File: config.mk
export PLATFORM = sky130hd
export DESIGN_NAME = dm_stall_ctrl
export DESIGN_NICKNAME = d
export VERILOG_FILES = /design/src/rtl/dm_stall_ctrl_pkg.sv /design/src/rtl/dm_stall_ctrl_hazard_detect.sv /design/src/rtl/dm_stall_ctrl.sv
export SDC_FILE = /design/constraint.sdc
export NUM_CORES = 1
export LEC_CHECK = 0
export CORE_MARGIN = 1.5
export CORE_UTILIZATION = 24
export CTS_CLUSTER_SIZE = 8
export DETAILED_ROUTE_END_ITERATION = 10
export GPL_ROUTABILITY_DRIVEN = 0
export PLACE_DENSITY = 0.53
export SETUP_SLACK_MARGIN = 0.3
export SYNTH_ARGS = -nofsm -noshare
export SYNTH_HDL_FRONTEND = slang
export SYNTH_SLANG_ARGS = --single-unit
File: constraint.sdc
create_clock -name clk -period 1.7 [get_ports clk]
set_input_delay 0.34 -clock clk [delete_from_list [all_inputs] [get_ports clk]]
set_output_delay 0.34 -clock clk [all_outputs]
set_load 0.1 [all_outputs]
File: src/rtl/dm_stall_ctrl_pkg.sv
// Shared pipeline constants for the five-stage core: register-field width
// and the data-memory stall controller state encoding.
package dm_stall_ctrl_pkg;

  localparam int REG_W = 4;

  typedef enum logic [1:0] {
    ST_IDLE  = 2'd0,
    ST_WAIT  = 2'd1,
    ST_ABORT = 2'd2
  } dm_state_e;

endpackage : dm_stall_ctrl_pkg

File: src/rtl/dm_stall_ctrl_hazard_detect.sv
// Load-use comparator: flags when the load in EX writes a register that the
// instruction in ID actually reads. Register 0 is hard-wired and never hazards.
module hazard_detect
  import dm_stall_ctrl_pkg::*;
(
  input  logic             dm_re_ID_EX,
  input  logic [REG_W-1:0] dst_ID_EX,
  input  logic [REG_W-1:0] src0_IF_ID,
  input  logic [REG_W-1:0] src1_IF_ID,
  input  logic             src0_vld_IF_ID,
  input  logic             src1_vld_IF_ID,
  output logic             hit
);

  logic dst_nz_s;
  logic src0_match_s;
  logic src1_match_s;

  // Compare both read ports against the pending load destination
  always_comb begin
    dst_nz_s     = (dst_ID_EX != {REG_W{1'b0}});
    src0_match_s = src0_vld_IF_ID & (src0_IF_ID == dst_ID_EX);
    src1_match_s = src1_vld_IF_ID & (src1_IF_ID == dst_ID_EX);
    hit          = dm_re_ID_EX & dst_nz_s & (src0_match_s | src1_match_s);
  end

endmodule : hazard_detect

File: src/rtl/dm_stall_ctrl.sv
// Pipeline stall controller: sequences variable-latency data-memory accesses
// from the DM stage and inserts one bubble per load-use hazard.
module dm_stall_ctrl
  import dm_stall_ctrl_pkg::*;
#(
  parameter int TIMEOUT_CYC = 255,
  parameter int CNT_W       = 8
) (
  input  logic             clk,
  input  logic             rst,
  input  logic             dm_re_EX_DM,
  input  logic             dm_we_EX_DM,
  input  logic             mem_ack,
  input  logic             dm_re_ID_EX,
  input  logic [REG_W-1:0] dst_ID_EX,
  input  logic [REG_W-1:0] src0_IF_ID,
  input  logic [REG_W-1:0] src1_IF_ID,
  input  logic             src0_vld_IF_ID,
  input  logic             src1_vld_IF_ID,
  output logic             mem_req,
  output logic             mem_we,
  output logic             stall_IF_ID,
  output logic             stall_ID_EX,
  output logic             stall_EX_DM,
  output logic             stall_DM_WB,
  output logic             flush_ID_EX,
  output logic             timeout_err
);

  dm_state_e        state_q, state_d;
  logic [CNT_W-1:0] wcnt_q, wcnt_d;
  logic             terr_q, terr_d;

  logic access_s;
  logic req_s;
  logic busy_s;
  logic hit_s;
  logic load_use_s;

  hazard_detect u_hazard_detect (
    .dm_re_ID_EX    (dm_re_ID_EX),
    .dst_ID_EX      (dst_ID_EX),
    .src0_IF_ID     (src0_IF_ID),
    .src1_IF_ID     (src1_IF_ID),
    .src0_vld_IF_ID (src0_vld_IF_ID),
    .src1_vld_IF_ID (src1_vld_IF_ID),
    .hit            (hit_s)
  );

  // Request, busy and load-use qualification; memory stall wins over load-use
  always_comb begin
    access_s   = dm_re_EX_DM | dm_we_EX_DM;
    req_s      = ((state_q == ST_IDLE) & access_s) | (state_q == ST_WAIT);
    busy_s     = req_s & ~mem_ack;
    load_use_s = hit_s & ~busy_s & (state_q != ST_ABORT);
  end

  // Output drive; everything is held low while reset is asserted
  always_comb begin
    mem_req     = 1'b0;
    mem_we      = 1'b0;
    stall_IF_ID = 1'b0;
    stall_ID_EX = 1'b0;
    stall_EX_DM = 1'b0;
    stall_DM_WB = 1'b0;
    flush_ID_EX = 1'b0;
    timeout_err = 1'b0;
    if (rst) begin
      mem_req = 1'b0;
    end else begin
      mem_req     = req_s;
      mem_we      = req_s & dm_we_EX_DM;
      stall_IF_ID = busy_s | load_use_s;
      stall_ID_EX = busy_s;
      stall_EX_DM = busy_s;
      stall_DM_WB = busy_s;
      flush_ID_EX = load_use_s;
      timeout_err = terr_q;
    end
  end

  // Next-state, wait counter and sticky timeout flag
  always_comb begin
    state_d = state_q;
    wcnt_d  = wcnt_q;
    terr_d  = terr_q;
    case (state_q)
      ST_IDLE: begin
        if (access_s & ~mem_ack) begin
          state_d = ST_WAIT;
          wcnt_d  = CNT_W'(1);
        end else begin
          state_d = ST_IDLE;
        end
      end
      ST_WAIT: begin
        if (mem_ack) begin
          state_d = ST_IDLE;
        end else if (wcnt_q == CNT_W'(TIMEOUT_CYC)) begin
          state_d = ST_ABORT;
          terr_d  = 1'b1;
        end else begin
          wcnt_d = wcnt_q + CNT_W'(1);
        end
      end
      ST_ABORT: begin
        state_d = ST_IDLE;
      end
      default: begin
        state_d = ST_IDLE;
      end
    endcase
  end

  // State registers with synchronous reset
  always_ff @(posedge clk) begin
    if (rst) begin
      state_q <= ST_IDLE;
      wcnt_q  <= {CNT_W{1'b0}};
      terr_q  <= 1'b0;
    end else begin
      state_q <= state_d;
      wcnt_q  <= wcnt_d;
      terr_q  <= terr_d;
    end
  end

endmodule : dm_stall_ctrl

======== After elaboration in Yosys (flattened, before gate mapping) ========
Cells that the tools add are included.
cells by class
  eq/ne operators ......................... 9
  reductions and logical operators ........ 5
  add/sub/neg operators ................... 1
  bitwise logic cells ..................... 16
  mux-type cells .......................... 14
operator list
  operator                                                                 count
  8-bit 2-to-1 mux                                                         3
  8-bit case mux with 2 select lines                                       1
  1-bit AND                                                                10
  8-bit by 1-bit adder with 8-bit output, second input constant            1
  4-bit equality test                                                      2
  8-bit equality test, second input constant                               1
  1-bit 2-to-1 mux                                                         7
  2-bit inequality test, second input constant                             3
  2-bit 2-to-1 mux                                                         2
  1-bit OR                                                                 4
  2-bit case mux with 2 select lines                                       1
  4-bit AND reduction                                                      1
  4-bit nonzero test                                                       1
  3-bit by 2-bit inequality test with 1-bit output, second input constant  1
  3-bit AND reduction                                                      1
  2-bit by 1-bit equality test with 1-bit output, second input constant    1
  2-bit logical NOT                                                        1
  2-bit by 1-bit inequality test with 1-bit output, second input constant  1
  1-bit NOT                                                                2
  2-bit nonzero test                                                       1
word-level totals
  flip-flop bits (word level) ............. 11
  bits of input ports ..................... 20
  logic and storage cells ................. 48

======== Logic depth before layout (Yosys ltp) ========
  word-level depth ........................ 9
  depth in mapped cells ................... 6
  mapped depth without buffers ............ 6

======== Cells and area by module ========
Synthesis repeated with hierarchy kept, for this count alone.
unflattened totals
  cell total of the unflattened synthesis .. 96
  area total of the unflattened synthesis .. 759.5 um^2
by module, submodules not included
  module         instances  seq. area each (um^2)  area each (um^2)  cells each
  dm_stall_ctrl  1          220.2                  655.6             82
  hazard_detect  1          0.0                    103.8             14

======== Least setup slack after synthesis ========
OpenSTA, ideal clock, no wires.
  path kind ............................... input -> output
  start ................................... input port rst
  end ..................................... output port stall_EX_DM
  data arrival time ....................... 2.718 ns
  stages on the path ...................... 4
  buffers on the path ..................... 2
  slack ................................... -1.358 ns
  path through ............................ buf_2 or3_1 nor2_1 buf_4
between the ends
  cells in the longest elaborated chain, start to end .. 1
ends and longest elaborated chain
  item              line                 text
  start, declared   dm_stall_ctrl.sv:10  input logic rst,
  1-bit 2-to-1 mux  n/a
  end, declared     dm_stall_ctrl.sv:24  output logic stall_EX_DM,
No other way between the ends.

======== Worst setup path after layout ========
  start ................................... register state_q[0]
  end ..................................... output port stall_IF_ID
between the ends
  cells in the longest elaborated chain, start to end .. 9
  elaborated cells between the ends (all ways) .. 11
  those cells by class .................... eq/ne: 2; mux: 1; bitwise: 7; reduce/logical: 1
ends and longest elaborated chain
  item                     line                  text
  start, declared          dm_stall_ctrl.sv:30   dm_state_e state_q, state_d;
  start signal, assigned   dm_stall_ctrl.sv:122  state_q <= state_d;
  2-bit logical NOT        dm_stall_ctrl.sv:53   req_s = ((state_q == ST_IDLE) & access_s) | (state_q == ST_WAIT);
  1-bit AND                dm_stall_ctrl.sv:53
  1-bit OR                 dm_stall_ctrl.sv:53
  1-bit AND                dm_stall_ctrl.sv:54   busy_s = req_s & ~mem_ack;
  1-bit NOT                dm_stall_ctrl.sv:55   load_use_s = hit_s & ~busy_s & (state_q != ST_ABORT);
  1-bit AND (2 in series)  dm_stall_ctrl.sv:55
  1-bit OR (*)             dm_stall_ctrl.sv:73   stall_IF_ID = busy_s | load_use_s;
  1-bit 2-to-1 mux (*)     dm_stall_ctrl.sv:68   if (rst) begin
  end, declared            dm_stall_ctrl.sv:22   output logic stall_IF_ID,
Mark *: on every way between the ends. The rest lies on a longest branch, timed or not.

==> results.toml <==
[run_status]
run_status = "complete, but fails checks"
violations_in_the_final_reports = "negative setup slack"

[sta]
timing_hold_violations_final = 0
timing_limited_maximum_frequency_mhz = 517
fin_crit_sh_pct = 114
worst_clock_skew_on_the_final_layout_ns = 0.00693
report.final.slew_viol_count = 0
relSlewSlack_pct = 78.7
finalSetupViolations = 7
setup_slack_ns = -0.235
unrepaired_setup_endpoints_after_global_routing = "true"
min_period_ns = 1.94
finalSetupTns_ns = -1.43
tightest_slew_ns = 0.317

[critical_path]
crit_path_end_kind = "primary output"
required_time_reported_for_the_critical_path_endpoint_ns = 1.36
path_class = "reg2out"
reg2regPathDepth = 6
crit-reg2reg-launch = "wcnt_q[0]$_SDFFE_PP0P_"
reg2reg_slack_ns = 0.30
critical_path_peak_fanout = 2
critical_path.startpoint_type = "flip-flop"
regToRegEndpoint = "wcnt_q[3]$_SDFFE_PP0P_"
worstPathArrival_ns = 1.60

[grt]
grt_antenna_before_repair = 0
first_global_vias = 916
grt_max_degree = 8
global_route_wire_length_before_repair_mm = 3.83
globalRouteOverflowTotal = 0
grt.total_usage_pct = 14.2

[finish]
count_of_inserted_antenna_diode_cells = 0
drive_above_1_share_pct = 53.6
postLayoutCellArea_um2 = 1520
final_nets = 162
most_common_cell_after_layout_fill_and_taps_aside = "sky130_fd_sc_hd__buf_4"
final_util_pct = 50.5
nFillCells = 290
syn_to_final_growth_pct = 104
final_cell_mix = "14 x sky130_fd_sc_hd__buf_4, 12 x sky130_fd_sc_hd__dlygate4sd2_1, 8 x sky130_fd_sc_hd__buf_12, 7 x sky130_fd_sc_hd__buf_6, 7 x sky130_fd_sc_hd__dfxtp_1"

[cts]
total_clock_buffers_created_by_cts = 3
clk_pin_slew_worst_paths_ns = 0.07
cts_max_path_buffers = 2
hold_buffers = 0
cts.sinks = 11
cts.htree.levels = 1
clk_latency_ns = 0.27
cts_tree = "yes"
cts_root_buffer = "sky130_fd_sc_hd__clkbuf_4"

[logic_synthesis]
synth-edff-count = 0
yosysTopAreaCell = "sky130_fd_sc_hd__dfxtp_1"
post_synth_instance_area_um2 = 744
synth.yosys.warnings = 0
ys_top_cells_by_area = "sky130_fd_sc_hd__dfxtp_1 30%, sky130_fd_sc_hd__xor2_1 7.1%, sky130_fd_sc_hd__a21oi_1 4.0%"
synth.yosys.seq_area_share_pct = 29.6
synth_cells = 91
synth_largest_type_area_fraction_pct = 29.6
synth_cell_type_count = 38
synthFlopType = "sky130_fd_sc_hd__dfxtp_1"
synth.avg_cell_area_um2 = 8.18
synthesis.nets = 112
async_flop_share_pct = 0
synth-seq-cells = 11

[pwr]
ir_worst_vdd_uv = 298
power.density_cell_area_nw_per_um2 = 486
total_power_w = 0.000737
static_leakage_nw = 0.588

[floorplanning]
start_util_pct = 24.8
die_y_um = 58.7
die-area_um2 = 3450
core_area_um2 = 3000
ioPinCount = 28
fp-row-count = 20
die_width_um = 58.7

[drt]
antenna_left = 0
drc_violations_left = 0
route.final.wire_length_mm = 2.33
drt-pass1-iter-count = 4
route.detailed.wl_per_inst_um = 13.5
vias_per_cell = 4.93
initialDrtViolationCount = 28
detailroute.via_count = 853

[placement]
placement.cell_area_um2 = 1270
buffer_ports.inserted = 27
post-dp-hpwl_mm = 1.72

[min_path]
min_path_cells = 2
hold_path_class = "reg2reg"
hold_path_end = "wcnt_q[5]$_SDFFE_PP0P_"
min-delay-start = "wcnt_q[5]$_SDFFE_PP0P_"

[flow_run]
drv.max_cap_violation_count = 0
power by group:
group | switching, W | total, W | leakage (nW) | internal (W)
logic | 0.000161 | 0.000296 | 0.482 | 0.000134
registers | 0.00000407 | 0.000264 | 0.0913 | 0.000260
clock network | 0.0000868 | 0.000178 | 0.0150 | 0.0000907
cell type report:
| type | instances | area (um^2) | area share (%) |
|---|---|---|---|
| flip-flops and latches | 11 | 230 | 15.2 |
| inverters | 4 | 18.8 | 1.24 |
| multi-input cells | 73 | 689 | 45.4 |
| clock buffers | 4 | 26.3 | 1.73 |
| well taps | 33 | 41.3 | 2.72 |
| repair buffers | 48 | 512 | 33.7 |
flip-flops by register name (all words and copies together), names as in the netlist:
register,flops
wcnt_q,8
state_q,2
terr_q,1
synth_stat cells, types with 2 or more instances:
master	count
sky130_fd_sc_hd__and3_1	2
sky130_fd_sc_hd__dfxtp_1	11
sky130_fd_sc_hd__a21oi_1	6
sky130_fd_sc_hd__inv_1	4
sky130_fd_sc_hd__nor3_2	3
sky130_fd_sc_hd__buf_4	2
sky130_fd_sc_hd__or3_1	4
sky130_fd_sc_hd__o22ai_1	2
sky130_fd_sc_hd__o21ai_1	2
sky130_fd_sc_hd__xnor2_1	2
sky130_fd_sc_hd__a31oi_1	2
sky130_fd_sc_hd__nor3_1	4
sky130_fd_sc_hd__a211oi_1	2
sky130_fd_sc_hd__xor2_1	6
sky130_fd_sc_hd__nor2_1	8
sky130_fd_sc_hd__nand3_1	4
sky130_fd_sc_hd__o31ai_1	2
sky130_fd_sc_hd__nor4_1	2
sky130_fd_sc_hd__nand2_1	4
metrics by stage:
step           std cells  setup slack (ns)  hold slack, ns
6_report             173            -0.235           0.520
5_1_grt              173            -0.299           0.541
4_1_cts              170            -0.278           0.545
3_5_place_dp         160            -0.541           0.514
3_3_place_gp         160            -0.496           0.500
2_1_floorplan         91            -0.377           0.413
layer usage:
layer  vias up  part of all wire [%]  global-route usage, %
met5         -                     0                      0
met4         0                  0.26                   5.19
met3         2                   6.9                   2.20
met2        30                    51                   26.0
met1       387                    41                   16.7
li1        434                     -                      -
cell families (layout without fill, tap and decap cells):
family / count (synthesis) / after routing / share of synthesized area, %
AO/OA/AOI/OAI: 22 / 22 / 20.8
adder cells (fa/ha/maj): 1 / 1 / 1.68
buffers and inverters: 7 / 56 / 4.70
XOR/XNOR: 8 / 8 / 9.41
flip-flops: 11 / 11 / 29.6
AND/OR/NAND/NOR: 42 / 42 / 33.8
critical path, cell delays in order (launching register included):
cell                      delay [ns]
sky130_fd_sc_hd__dfxtp_2        0.34
sky130_fd_sc_hd__nor3_4         0.16
sky130_fd_sc_hd__nor3_2         0.07
sky130_fd_sc_hd__or3_4          0.42
sky130_fd_sc_hd__o22ai_4        0.13
sky130_fd_sc_hd__buf_12         0.19
what timing repair did:
| action | 4_1_cts | 5_1_grt |
|---|---|---|
| setup buffers | 6 | 3 |
| resized for setup | 37 | 26 |
| pin swaps | 13 | 17 |
| setup endpoints to repair | 17 | 16 |
worst max path at each step:
| stage | start | endpoint | slack [ns] |
|---|---|---|---|
| floorplan | rst | stall_EX_DM | -0.38 |
| global placement | dm_re_EX_DM | stall_IF_ID | -0.50 |
| detailed placement | dst_ID_EX[0] | stall_IF_ID | -0.54 |
| CTS | state_q[0]$_SDFFE_PP0P_ | stall_IF_ID | -0.28 |
| global route | state_q[0]$_SDFFE_PP0P_ | stall_IF_ID | -0.30 |
| finish | state_q[0]$_SDFFE_PP0P_ | stall_IF_ID | -0.24 |
(Power assumes the default switching activity.)
